--- src/rtl/mux_sel_ctrl_if.sv ---
// Command and write-port bundle between the channel-select sequencer and its environment.
// The sequencer side (master) receives the mode/step/force controls and drives the write port.
// The downstream side (slave) drives the controls and observes the write port.
interface mux_sel_ctrl_if;
  logic       auto_en;   // level: 1 = auto-scan, 0 = manual
  logic       hold;      // level: freeze the dwell counter in auto-scan
  logic       step;      // pulse: advance to the next channel
  logic       force_en;  // pulse: load force_ch
  logic [1:0] force_ch;  // channel loaded on force_en
  logic       wr;        // single-cycle write strobe to the downstream mux
  logic [1:0] data_wr;   // channel value, valid while wr=1
  logic [1:0] ch_cur;    // currently commanded channel

  modport master (
    input  auto_en, hold, step, force_en, force_ch,
    output wr, data_wr, ch_cur
  );

  modport slave (
    output auto_en, hold, step, force_en, force_ch,
    input  wr, data_wr, ch_cur
  );
endinterface

--- src/rtl/mux_sel_ctrl.sv ---
// Channel-select sequencer driving the write port of a 4:1 select-register mux.
// Latency: an event sampled at edge N gives wr=1 with the new channel during cycle N+1.
// No backpressure: the downstream register always accepts; lower-priority same-cycle events are dropped.
module mux_sel_ctrl #(
  parameter int unsigned DWELL_CYCLES = 50000000
) (
  input  logic                 clk,
  input  logic                 rst_n,
  mux_sel_ctrl_if.master       bus
);

  localparam int unsigned CW = (DWELL_CYCLES > 2) ? $clog2(DWELL_CYCLES) : 1;
  localparam logic [CW-1:0] TERM = CW'(DWELL_CYCLES - 1);

  typedef enum logic [1:0] {
    S_INIT   = 2'd0,
    S_MANUAL = 2'd1,
    S_AUTO   = 2'd2
  } state_t;

  state_t        state_q, state_d;
  logic [1:0]    ch_q, ch_d;
  logic [CW-1:0] cnt_q, cnt_d;
  logic          wr_q, wr_d;
  logic [1:0]    data_q, data_d;

  // State, channel, dwell counter and write-port registers; reset kills any write in flight.
  always_ff @(posedge clk or negedge rst_n) begin
    if (!rst_n) begin
      state_q <= S_INIT;
      ch_q    <= 2'd0;
      cnt_q   <= '0;
      wr_q    <= 1'b0;
      data_q  <= 2'd0;
    end else begin
      state_q <= state_d;
      ch_q    <= ch_d;
      cnt_q   <= cnt_d;
      wr_q    <= wr_d;
      data_q  <= data_d;
    end
  end

  // Next-state logic: force beats step beats dwell expiry, so at most one write is issued per cycle.
  always_comb begin
    state_d = state_q;
    ch_d    = ch_q;
    cnt_d   = cnt_q;
    wr_d    = 1'b0;
    data_d  = data_q;

    unique case (state_q)
      // First cycle after reset: rewrite channel 0 so the downstream register matches ch_cur.
      S_INIT: begin
        wr_d    = 1'b1;
        ch_d    = 2'd0;
        cnt_d   = '0;
        state_d = bus.auto_en ? S_AUTO : S_MANUAL;
      end

      S_MANUAL: begin
        cnt_d = '0;
        if (bus.auto_en) begin
          state_d = S_AUTO;
        end
        if (bus.force_en) begin
          ch_d = bus.force_ch;
          wr_d = 1'b1;
        end else if (bus.step) begin
          ch_d = ch_q + 2'd1;
          wr_d = 1'b1;
        end
      end

      S_AUTO: begin
        // Leaving auto-scan takes precedence over a coincident dwell expiry.
        if (!bus.auto_en) begin
          state_d = S_MANUAL;
          cnt_d   = '0;
        end
        if (bus.force_en) begin
          ch_d  = bus.force_ch;
          wr_d  = 1'b1;
          cnt_d = '0;
        end else if (bus.step) begin
          ch_d  = ch_q + 2'd1;
          wr_d  = 1'b1;
          cnt_d = '0;
        end else if (bus.auto_en && !bus.hold) begin
          if (cnt_q == TERM) begin
            ch_d  = ch_q + 2'd1;
            wr_d  = 1'b1;
            cnt_d = '0;
          end else begin
            cnt_d = cnt_q + CW'(1);
          end
        end
      end

      default: begin
        state_d = S_INIT;
      end
    endcase

    // data_wr only moves with a write and otherwise holds its last value.
    if (wr_d) begin
      data_d = ch_d;
    end
  end

  assign bus.wr      = wr_q;
  assign bus.data_wr = data_q;
  assign bus.ch_cur  = ch_q;

endmodule

--- src/flat_wrapper.sv ---
// flat-port wrapper written by rule: the top's interface ports become plain ports
module mux_sel_ctrl_flat 
#(
  parameter int unsigned DWELL_CYCLES = 50000000
)
  (clk, rst_n, bus_auto_en, bus_hold, bus_step, bus_force_en, bus_force_ch, bus_wr, bus_data_wr, bus_ch_cur);
  mux_sel_ctrl_if bus_i ();
  input  logic clk;
  input  logic rst_n;
  input wire logic [$bits(bus_i.auto_en)-1:0] bus_auto_en;
  input wire logic [$bits(bus_i.hold)-1:0] bus_hold;
  input wire logic [$bits(bus_i.step)-1:0] bus_step;
  input wire logic [$bits(bus_i.force_en)-1:0] bus_force_en;
  input wire logic [$bits(bus_i.force_ch)-1:0] bus_force_ch;
  output wire logic [$bits(bus_i.wr)-1:0] bus_wr;
  output wire logic [$bits(bus_i.data_wr)-1:0] bus_data_wr;
  output wire logic [$bits(bus_i.ch_cur)-1:0] bus_ch_cur;
  assign bus_i.auto_en = bus_auto_en;
  assign bus_i.hold = bus_hold;
  assign bus_i.step = bus_step;
  assign bus_i.force_en = bus_force_en;
  assign bus_i.force_ch = bus_force_ch;
  assign bus_wr = bus_i.wr;
  assign bus_data_wr = bus_i.data_wr;
  assign bus_ch_cur = bus_i.ch_cur;
  mux_sel_ctrl #(.DWELL_CYCLES(DWELL_CYCLES)) u_core (.clk(clk), .rst_n(rst_n), .bus(bus_i));
endmodule
--- config.mk ---
export PLATFORM = sky130hd
export DESIGN_NAME = mux_sel_ctrl_flat
export DESIGN_NICKNAME = d
export VERILOG_FILES = /design/src/rtl/mux_sel_ctrl_if.sv /design/src/rtl/mux_sel_ctrl.sv /design/src/flat_wrapper.sv
export SDC_FILE = /design/constraint.sdc
export NUM_CORES = 1
export LEC_CHECK = 0
export CAP_MARGIN = 20
export CORE_MARGIN = 3
export CORE_UTILIZATION = 30
export DETAILED_ROUTE_END_ITERATION = 16
export MAX_ROUTING_LAYER = met4
export PLACE_DENSITY = 0.58
export SLEW_MARGIN = 20
export SYNTH_ARGS = -nofsm -noshare
export SYNTH_HDL_FRONTEND = slang
export SYNTH_SLANG_ARGS = --single-unit
--- constraint.sdc ---
create_clock -name clk -period 2.78 [get_ports clk]
set_input_delay 0.834 -clock clk [delete_from_list [all_inputs] [get_ports clk]]
set_output_delay 0.834 -clock clk [all_outputs]
set_load 0.01 [all_outputs]
==> metrics.txt <==
status=completed; clk_skew=0.01273 ns; final wirelength=4817 um; CTS tree=done; CTS resizes=0; clk slew on worst S/H paths=0.07 ns; Syn Area/Cell=9.538 um^2; Inst Count DP=341; die height=just over 90 um; Hold Buf Count CTS=0; initial antenna violation count=0; layout cells sized above 1=15.87%; CTS sink count=33; peak supply drop=0.1965 mV; min-delay worst type=register to register; routed via count=1805; pin count of the biggest net entering global routing=34; Post-Synth XOR/XNOR Area=5.963%; Worst EP required=~3 ns; number of DRC markers in iteration 0=94; Worst path slowest cell=clkdlybuf4s50_1; setup violators final=0; clk_lat worst skew=0.29 ns; Final WS setup=~0.38 ns; placed cell area=0.002455 mm^2; vias in the first global route=1763; family with the most delay on the worst path=buffers and inverters; count of cell types in the netlist=60; slew margin rel.=70.04%; RSZ-0062 raised after global routing=false; clock root cell=clkbuf_8; non-filler instance count after layout=348; Max Cap Violations=0; slowest stage delay, CP=0.53 ns; Tot GR Track Use=12.48%; crit path max fanout=9; largest family of logic cells by synthesized area=simple AND/OR/NAND/NOR gates; Synth Area in Adders=2.839%; WP buf/inv=2; EDFF count, synth=0; placer's final routability congestion estimate=roughly 0.76; fin crit share=86.45%; max frequency=about 420 MHz; compound-cell area share of the yosys netlist=13.63%; ant diodes=0; crit end category=register; vias per cell=5.187; Sum Neg Setup Slack=0 ns; first-pass GRT wire length=8411 um; critical path, cell by cell=clkdlybuf4s50_1, nor2_4, a41o_1, buf_4, nor4_1, xnor2_1, nor2_1; portion of netlist area occupied by mux cells=2.839%; H-tree lvl count=2; crit path kind=primary input to register; simple-gate portion of the synthesized area=32.14%; pre-CTS setup slack=0.06528 ns; Tmin final=2.403 ns; FP Rows=30; # fillers=721; # DRC=0; post-route ant nets=0; Slew @ Worst Pin=0.4435 ns; post-synthesis async set-or-reset flop share=100.0%; Mapped Area=0.002203 mm^2; most common cell after layout, fill and taps aside=dfrtp_1; PD cells=629.2 mW/mm^2; Die ar.=0.008409 mm^2; Syn Nets=244; Final Slew Violations=0; I/O Buffers=12; CP arrival=2.58 ns; commonest non-fill, non-tap cells in the layout=33 x dfrtp_1, 23 x nor2_1, 19 x nand2_1; Final Hold Fails=0; synthesis-to-finish area growth=15.33%; CTS Buffer Depth=2; initial core utilization=between 30% and 40%; DRT Pass-1 Iters=4; Routed wire per std cell=13.84 um; Pwr Total=1.599 mW; total core area=between 0.006 and 0.007 mm^2; DP HPWL=3468 um; Post-CTS Setup Inserts=0; GRT overflow=0; synth warn=0; total CTS buffers=5; element type at the critical path start=primary input; Seq/Total Area, Yosys=a little under two fifths; fin area=around 0.0025 mm^2; fin nets=265; Top FF cell, synth=dfrtp_1; Die Width=91.70 um; Synth Register Bits=33; Cells after Synth=approximately 230; Leak Pwr=between 0.9 and 1 nW; I/O pin count=13
-- power by group --
group	switching (mW)	internal [mW]	total, mW	leakage, nW
Clock	0.179	0.197	0.375	0.0443
Combinational	0.341	0.282	0.623	0.472
Sequential	0.0738	0.527	0.600	0.452
Total	0.594	1.00	1.60	0.968
-- Yosys cell counts (3+ instances only) --
master	n	area [um^2]
and3_1	3	18.77
nand2b_1	3	18.77
nand2_1	19	71.32
nand3_1	8	40.04
nor4_1	4	25.02
inv_1	7	26.28
and2_1	6	37.54
mux2i_1	4	40.04
xnor2_1	12	105.1
dfrtp_1	33	825.8
a211oi_1	3	22.52
nor4b_1	3	26.28
ha_1	5	62.56
a21oi_1	7	35.03
nor3_2	4	40.04
nor2_1	23	86.33
nand4_1	9	56.30
buf_6	3	33.78
nor3_1	8	40.04
clkbuf_1	4	15.01
xor2_1	3	26.28
o21ai_0	7	35.03
-- per-layer routing --
metal  GRT usage [%]  vias up  share of wire (%)
met2           18.93       25                 45
met1           16.79      888                 51
li1                -      892                  -
met3           2.789        0                3.4
met4           3.465        0                  0
met5               -        -                  0
-- kinds of logic (layout without fill, tap and decap cells) --
kind of cell | after synthesis | after routing
simple gates | 113 | 113
compound gates | 41 | 41
flops | 33 | 33
buf+inv | 18 | 39
xor+xnor | 15 | 15
mux | 6 | 6
fa+ha+maj | 5 | 5
-- per-stage QoR --
step                      utilization [%]  hold slack [ns]
after floorplan                         -           0.4651
after global placement              35.35           0.4892
after detailed placement            35.35           0.5029
after CTS                           36.59           0.5220
after global routing                36.59           0.5473
final                               36.59           0.5133
-- final timing paths --
| check | startpoint | endpoint | slack [ns] | cells after the start |
|---|---|---|---|---|
| worst min register to register | u_core.bus.data_wr[0] | u_core.bus.data_wr[0] | 0.51 | 1 |
| worst min-delay path | u_core.bus.data_wr[0] | u_core.bus.data_wr[0] | 0.51 | 1 |
| min in group asynchronous | rst_n | u_core.cnt_q[12] | 0.95 | 2 |
| worst max-delay path | bus_step | u_core.cnt_q[21] | 0.38 | 7 |
| max in group asynchronous | rst_n | u_core.cnt_q[16] | 1.52 | 2 |
| worst max register to register | u_core.state_q[0] | u_core.cnt_q[21] | 0.56 | 7 |
-- final cells by class --
type / count / area, um^2 / area share, %
Clock buffer: 7 / 86.33 / 3.397
Timing Repair Buffer: 25 / 217.7 / 8.567
Tap cell: 96 / 120.1 / 4.727
Sequential cell: 33 / 825.8 / 32.50
Multi-Input combinational cell: 180 / 1265 / 49.78
Inverter: 7 / 26.28 / 1.034
-- registers in the layout (all words and copies together) (netlist names) --
register            cells
u_core.bus.data_wr      2
u_core.bus.ch_cur       2
u_core.state_q          2
u_core.bus.wr           1
u_core.cnt_q           26
Note: power is estimated with default switching activity, not from simulation.
